### src/rtl/instr_fetch_unit_pkg.sv
// Shared types and constants for the instruction fetch unit.
package instr_fetch_unit_pkg;

  localparam int          IFU_ADDR_W       = 32;
  localparam int          IFU_DATA_W       = 32;
  localparam logic [31:0] RESET_PC_DEFAULT = 32'h0000_0000;
  localparam int          PC_STEP          = 4;

  typedef enum logic [1:0] {
    IDLE,
    FETCH,
    KILL
  } fetch_state_e;

  typedef struct packed {
    logic [IFU_ADDR_W-1:0] pc;
    logic [IFU_DATA_W-1:0] instr;
  } fetch_entry_t;

endpackage

### src/rtl/instr_fetch_unit_fetch_fifo.sv
// Prefetch buffer: registered head, push visible at the head one cycle later.
// Push is dropped when full unless a pop frees the slot in the same cycle; flush empties it.
module fetch_fifo #(
  parameter int DEPTH = 2,
  parameter int W     = 64
) (
  input  logic                     clk_i,
  input  logic                     rst_i,
  input  logic                     flush_i,
  input  logic                     push_i,
  input  logic [W-1:0]             push_dat_i,
  input  logic                     pop_i,
  output logic                     full_o,
  output logic                     empty_o,
  output logic [$clog2(DEPTH):0]   count_o,
  output logic [W-1:0]             head_o
);

  localparam int PTR_W = $clog2(DEPTH);

  logic [W-1:0]     mem_q [DEPTH];
  logic [PTR_W-1:0] wr_ptr_q, rd_ptr_q;
  logic [PTR_W:0]   count_q;
  logic             do_push, do_pop;

  assign full_o  = (count_q == (PTR_W+1)'(DEPTH));
  assign empty_o = (count_q == '0);
  assign count_o = count_q;
  assign head_o  = mem_q[rd_ptr_q];

  assign do_pop  = pop_i && !empty_o;
  assign do_push = push_i && (!full_o || do_pop);

  always_ff @(posedge clk_i) begin
    if (!rst_i) begin
      wr_ptr_q <= '0;
      rd_ptr_q <= '0;
      count_q  <= '0;
      for (int i = 0; i < DEPTH; i++) mem_q[i] <= '0;
    end else if (flush_i) begin
      wr_ptr_q <= '0;
      rd_ptr_q <= '0;
      count_q  <= '0;
    end else begin
      if (do_push) begin
        mem_q[wr_ptr_q] <= push_dat_i;
        wr_ptr_q        <= wr_ptr_q + PTR_W'(1);
      end
      if (do_pop) rd_ptr_q <= rd_ptr_q + PTR_W'(1);
      case ({do_push, do_pop})
        2'b10:   count_q <= count_q + (PTR_W+1)'(1);
        2'b01:   count_q <= count_q - (PTR_W+1)'(1);
        default: count_q <= count_q;
      endcase
    end
  end

endmodule

### src/rtl/instr_fetch_unit.sv
// Fetch stage: owns the PC, issues one imem read at a time, buffers {pc, instr} for decode.
// Acked data reaches decode one cycle later; fetch stalls in IDLE while the buffer is full.
module instr_fetch_unit
  import instr_fetch_unit_pkg::*;
#(
  parameter int                ADDR_W   = IFU_ADDR_W,
  parameter int                DATA_W   = IFU_DATA_W,
  parameter int                DEPTH    = 2,
  parameter logic [ADDR_W-1:0] RESET_PC = RESET_PC_DEFAULT
) (
  input  logic              clk_i,
  input  logic              rst_i,
  output logic              imem_req_o,
  output logic [ADDR_W-1:0] imem_addr_o,
  input  logic              imem_ack_i,
  input  logic [DATA_W-1:0] imem_rdata_i,
  input  logic              redirect_i,
  input  logic [ADDR_W-1:0] redirect_pc_i,
  output logic              instr_valid_o,
  output logic [DATA_W-1:0] instr_o,
  output logic [ADDR_W-1:0] instr_pc_o,
  input  logic              instr_ready_i
);

  localparam int EW = ADDR_W + DATA_W;
  localparam int CW = $clog2(DEPTH) + 1;

  fetch_state_e      state_q, state_d;
  logic [ADDR_W-1:0] fetch_pc_q, fetch_pc_d;
  logic [ADDR_W-1:0] kill_addr_q, kill_addr_d;
  logic [ADDR_W-1:0] redirect_tgt;
  logic              ack_fire, push, pop_fire;
  logic              fifo_full, fifo_empty, room_after_push;
  logic [CW-1:0]     fifo_cnt;
  logic [EW-1:0]     head;

  // KILL keeps presenting the address of the abandoned transfer until it completes
  assign imem_req_o   = (state_q == FETCH) || (state_q == KILL);
  assign imem_addr_o  = (state_q == KILL) ? kill_addr_q : fetch_pc_q;
  assign ack_fire     = imem_req_o && imem_ack_i;
  assign redirect_tgt = redirect_pc_i & ~ADDR_W'(3);

  assign instr_valid_o          = !fifo_empty;
  assign pop_fire               = instr_valid_o && instr_ready_i && !redirect_i;
  assign {instr_pc_o, instr_o}  = head;
  assign room_after_push        = (int'(fifo_cnt) + (pop_fire ? 0 : 1)) < DEPTH;

  always_comb begin
    state_d     = state_q;
    fetch_pc_d  = fetch_pc_q;
    kill_addr_d = kill_addr_q;
    push        = 1'b0;

    unique case (state_q)
      IDLE: begin
        if (!fifo_full) state_d = FETCH;
      end
      FETCH: begin
        if (ack_fire) begin
          push       = 1'b1;
          fetch_pc_d = fetch_pc_q + ADDR_W'(PC_STEP);
          state_d    = room_after_push ? FETCH : IDLE;
        end
      end
      KILL: begin
        if (ack_fire) state_d = FETCH;
      end
      default: state_d = IDLE;
    endcase

    if (redirect_i) begin
      push       = 1'b0;
      fetch_pc_d = redirect_tgt;
      if (state_q == FETCH && !ack_fire) begin
        state_d     = KILL;
        kill_addr_d = fetch_pc_q;
      end else if (state_q == KILL && !ack_fire) begin
        state_d = KILL;
      end else begin
        state_d = FETCH;
      end
    end
  end

  always_ff @(posedge clk_i) begin
    if (!rst_i) begin
      state_q     <= IDLE;
      fetch_pc_q  <= RESET_PC;
      kill_addr_q <= RESET_PC;
    end else begin
      state_q     <= state_d;
      fetch_pc_q  <= fetch_pc_d;
      kill_addr_q <= kill_addr_d;
    end
  end

  fetch_fifo #(
    .DEPTH (DEPTH),
    .W     (EW)
  ) u_fifo (
    .clk_i      (clk_i),
    .rst_i      (rst_i),
    .flush_i    (redirect_i),
    .push_i     (push),
    .push_dat_i ({fetch_pc_q, imem_rdata_i}),
    .pop_i      (pop_fire),
    .full_o     (fifo_full),
    .empty_o    (fifo_empty),
    .count_o    (fifo_cnt),
    .head_o     (head)
  );

endmodule

### config.mk
export PLATFORM = sky130hd
export DESIGN_NAME = instr_fetch_unit
export DESIGN_NICKNAME = d
export VERILOG_FILES = /design/src/rtl/instr_fetch_unit_pkg.sv /design/src/rtl/instr_fetch_unit_fetch_fifo.sv /design/src/rtl/instr_fetch_unit.sv
export SDC_FILE = /design/constraint.sdc
export NUM_CORES = 1
export LEC_CHECK = 0
export ABC_AREA = 1
export BUFFER_PORTS_ARGS = -buffer_cell sky130_fd_sc_hd__buf_2
export CAP_MARGIN = 20
export CORE_MARGIN = 3
export CORE_UTILIZATION = 55
export DETAILED_ROUTE_END_ITERATION = 7
export PLACE_DENSITY_LB_ADDON = 0.05
export SLEW_MARGIN = 10
export SYNTH_ARGS = -nofsm -noshare
export SYNTH_HDL_FRONTEND = slang
export SYNTH_SLANG_ARGS = --single-unit
### constraint.sdc
create_clock -name clk_i -period 8.4 [get_ports clk_i]
set_input_delay 0.42 -clock clk_i [delete_from_list [all_inputs] [get_ports clk_i]]
set_output_delay 0.42 -clock clk_i [all_outputs]
set_load 0.01 [all_outputs]
==> PnR_summary.wiki <==
{| class="wikitable"
! Metric !! Value
|-
| Signed area change from the synthesized netlist to the final layout || 16.3%
|-
| Number of ports placed on the die boundary || 167
|-
| Max-slew violation count || 0
|-
| Switching portion of total power || 24.4%
|-
| Post-CTS Hold Fix Bufs || 0
|-
| Final hold violation count || 0
|-
| Switching component of the power || 0.503 mW
|-
| Max Used Layer || met4
|-
| Portion of synthesized cell area occupied by the leading cell type || 41.5%
|-
| Top area cells in the synthesized netlist || sky130_fd_sc_hd__edfxtp_1, sky130_fd_sc_hd__dfxtp_1, sky130_fd_sc_hd__mux2_2
|-
| Total number of placement rows || 46
|-
| Gate Count Post-Synth || slightly below 1,000
|-
| Post-route setup TNS || 0 ps
|-
| Multi-input logic area || 3310 um2
|-
| Cell taking the most area after synthesis || sky130_fd_sc_hd__edfxtp_1
|-
| Critical path's slowest cell || sky130_fd_sc_hd__buf_4
|-
| Gates resized, CTS repair || 0
|-
| Share of power burned in the clock network || around two fifths
|-
| Global-route wire length before repair || 33,000 um
|-
| Post-Route Hold Slack || 273 ps
|-
| Clock period minus final worst setup slack || 3280 ps
|-
| Largest net degree at the start of global routing || 64
|-
| Register clock-pin slew on the reported worst setup and hold paths || 70 ps
|-
| Wire length on met2 || 10,300 um
|-
| Number of buffers created by CTS || 17
|-
| Synth async-reset ratio || 0%
|-
| Count of unresolved DRC violations after routing || 0
|-
| Iteration-0 DRC count of the detailed router || 449
|-
| Remaining global-route overflow || 0
|-
| Post-route clock period utilization || 39.0%
|-
| RSZ-0062 raised after global routing || no
|-
| Hold Path Class || in -> reg
|-
| Core Region || 15,900 um2
|-
| Relative slew slack || roughly a third
|-
| Power per Cell Area || 197 nW/um2
|-
| Clk buf depth || 2
|-
| Wire length on met1 || slightly above 9000 um
|-
| Max Cap Violations || 0
|-
| Buffer and inverter count on the worst path || 3
|-
| Worst clock skew || 6.81 ps
|-
| Count of state elements after synthesis || between 150 and 200
|-
| Data arrival time of the critical path || 3330 ps
|-
| Top cell family by delay on the critical path || simple AND/OR/NAND/NOR gates
|-
| Least-Margin Pin Slew || between 1000 and 1500 ps
|-
| Insertion delay of the later-clocked pin in the worst-skew pair || about 430 ps
|-
| Average detailed-routed wire length per instance || 15.7 um
|-
| Comb power frac || 9.2%
|-
| Most instantiated library cell after synthesis || sky130_fd_sc_hd__nor2_1
|-
| Ranking of synthesized cells by instance count || sky130_fd_sc_hd__nor2_1, sky130_fd_sc_hd__nand2_1, sky130_fd_sc_hd__edfxtp_1, sky130_fd_sc_hd__inv_1, sky130_fd_sc_hd__dfxtp_1
|-
| Post-detail-place hpwl || approximately 13,000 um
|-
| Routed length on met3 || ~1200 um
|-
| Average instance area after synthesis || 9.28 um2
|-
| Clock tree sinks || around 190
|-
| Avg Vias per Cell || ~5.2
|-
| Setup violations, final || 0
|-
| Peak supply drop || 0.000131 V
|-
| Library cells used by synthesis || 36
|-
| Seq. cell area || just over 5000 um2
|-
| Proportion of layout cells with a drive suffix above 1 || 25.6%
|-
| Run status || completed
|-
| Final #Nets || 1,179
|-
| Reg power frac || roughly half
|-
| Depth of the CTS H-tree || 4
|-
| Endpoint required time on the critical path || 8460 ps
|-
| Cell at the root of the clock tree || sky130_fd_sc_hd__clkbuf_16
|-
| Die outline area || about 18,000 um2
|-
| Number of vias after detailed routing || 6,994
|-
| Via count of the first global-routing pass || about 6,400
|-
| Number of buffers inserted by post-CTS setup repair || 0
|-
| Maximum clock frequency || 305 MHz
|-
| Crit. End Element || flip-flop
|-
| Share of synthesized area occupied by flip-flops and latches || 56.4%
|-
| Category of the worst setup path launch point || flip-flop
|-
| Residual antenna-violating net count after detailed routing || 0
|-
| Cell area after synthesis || 8970 um2
|-
| Predominant post-synthesis flop cell || sky130_fd_sc_hd__edfxtp_1
|-
| Number of antenna violations at the first check in global routing || 0
|-
| Overall global routing resource usage || 23.5%
|-
| Largest fanout on the critical path || 63
|-
| TritonRoute pass-1 iters || 5
|-
| Number of synthesized flops with an enable pin || 124
|-
| # diodes || 0
|-
| Initial Util || 56.3%
|-
| Port Buffer Count || 160
|-
| CTS tree || built
|-
| Leakage power summed over all cells || 4.25 nW
|-
| Die H || 134 um
|-
| Critical path's largest stage delay || 640 ps
|-
| Slack of the worst reg-to-reg path || a little over 5000 ps
|-
| Critical setup path kind || reg -> reg
|-
| Wire length reported by the detailed router || 21,000 um
|-
| Cell chain of the critical path || inv_1 -> ha_1 -> inv_1 -> nor3_2 -> nand2_2 -> nor2_2 -> nand2_4 -> nand2_2 -> buf_4
|-
| Placer's final routability congestion estimate || 0.923
|-
| Internal power consumption || 1.55 mW
|-
| Count of fill cells added during filler insertion || 1,351
|-
| Warnings from Yosys || 0
|-
| Chip Width || roughly 130 um
|}
## area by class of cell
class | instances | share of cell area, %
tap | 216 | 2.59
timing repair buffer | 167 | 8.37
multi-input combinational | 639 | 31.7
clock inverter | 15 | 1.53
inverter | 88 | 3.16
clock buffer | 17 | 4.07
sequential | 191 | 48.5
## per-layer routing
| layer | track usage (%) | up-vias |
|---|---|---|
| met5 | 0 | - |
| met4 | 5.94 | 0 |
| met3 | 4.76 | 20 |
| met2 | 40.2 | 213 |
| met1 | 31.0 | 3274 |
| li1 | - | 3487 |
## path summary, 6_finish.rpt
check                                 startpoint                  end  cells past startpoint
worst max-delay path                  state_q[1]  u_fifo.mem_q[1][29]                      9
worst min register to register   u_fifo.rd_ptr_q            flip-flop                      2
worst max register to register        state_q[1]  u_fifo.mem_q[1][29]                      9
worst min-delay path            redirect_pc_i[2]        fetch_pc_q[2]                      3
## power by group through the flow
stage / sequential (mW) / combinational (mW) / clock [mW]
after floorplan: 1.08 / 0.120 / 0
after global placement: 1.08 / 0.187 / 0
after detailed placement: 1.08 / 0.189 / 0
after CTS: 1.06 / 0.190 / 0.809
after global routing: 1.07 / 0.211 / 0.846
final: 1.06 / 0.189 / 0.803
## state kept, by name, indices dropped and copies added, names as in the netlist, named ones only
name and cells:
kill_addr_q 30, u_fifo.rd_ptr_q 1, u_fifo.count_o 2, u_fifo.mem_q 124
fetch_pc_q 30, u_fifo.wr_ptr_q 1, state_q 2
## metrics by stage
step	instance area (um2)	power (mW)	util, %	setup WS (ps)	instances
floorplan	8990	1.20	-	5330	970
global placement	9830	1.27	61.6	5040	1300
detailed placement	9830	1.27	61.6	5030	1300
CTS	10400	2.06	65.3	5120	1332
global route	10400	2.12	65.5	4830	1333
finish	10400	2.06	65.5	5120	1333
## cell families after synthesis
logic type,after synthesis,share of synthesized area [%]
other cells,1,0.0418
buf+inv,140,6.85
xor+xnor,5,0.488
fa+ha+maj,6,0.836
flops,191,56.4
mux,62,7.78
simple gates,413,18.8
compound gates,149,8.74
## placed cells by master (no fill, tap or decap), types with 5 or more instances in the layout
cell	netlist	layout
sky130_fd_sc_hd__inv_2	5	5
sky130_fd_sc_hd__a31oi_1	15	15
sky130_fd_sc_hd__nand2_2	3	5
sky130_fd_sc_hd__buf_2	16	160
sky130_fd_sc_hd__nor2_2	10	10
sky130_fd_sc_hd__ha_1	6	5
sky130_fd_sc_hd__nand2_1	163	161
sky130_fd_sc_hd__dfxtp_1	67	66
sky130_fd_sc_hd__o21ai_0	63	63
sky130_fd_sc_hd__o21ai_1	11	11
sky130_fd_sc_hd__mux2_2	62	62
sky130_fd_sc_hd__nand3_1	43	43
sky130_fd_sc_hd__edfxtp_1	124	124
sky130_fd_sc_hd__inv_1	82	82
sky130_fd_sc_hd__buf_4	6	6
sky130_fd_sc_hd__clkbuf_16	0	17
sky130_fd_sc_hd__nor2_1	182	182
sky130_fd_sc_hd__a21oi_1	52	52
## worst min-delay path, stage by stage
cell	delay [ps]
sky130_fd_sc_hd__buf_2	100
sky130_fd_sc_hd__nand2_1	60
sky130_fd_sc_hd__a31oi_1	70
(Power assumes the default switching activity.)
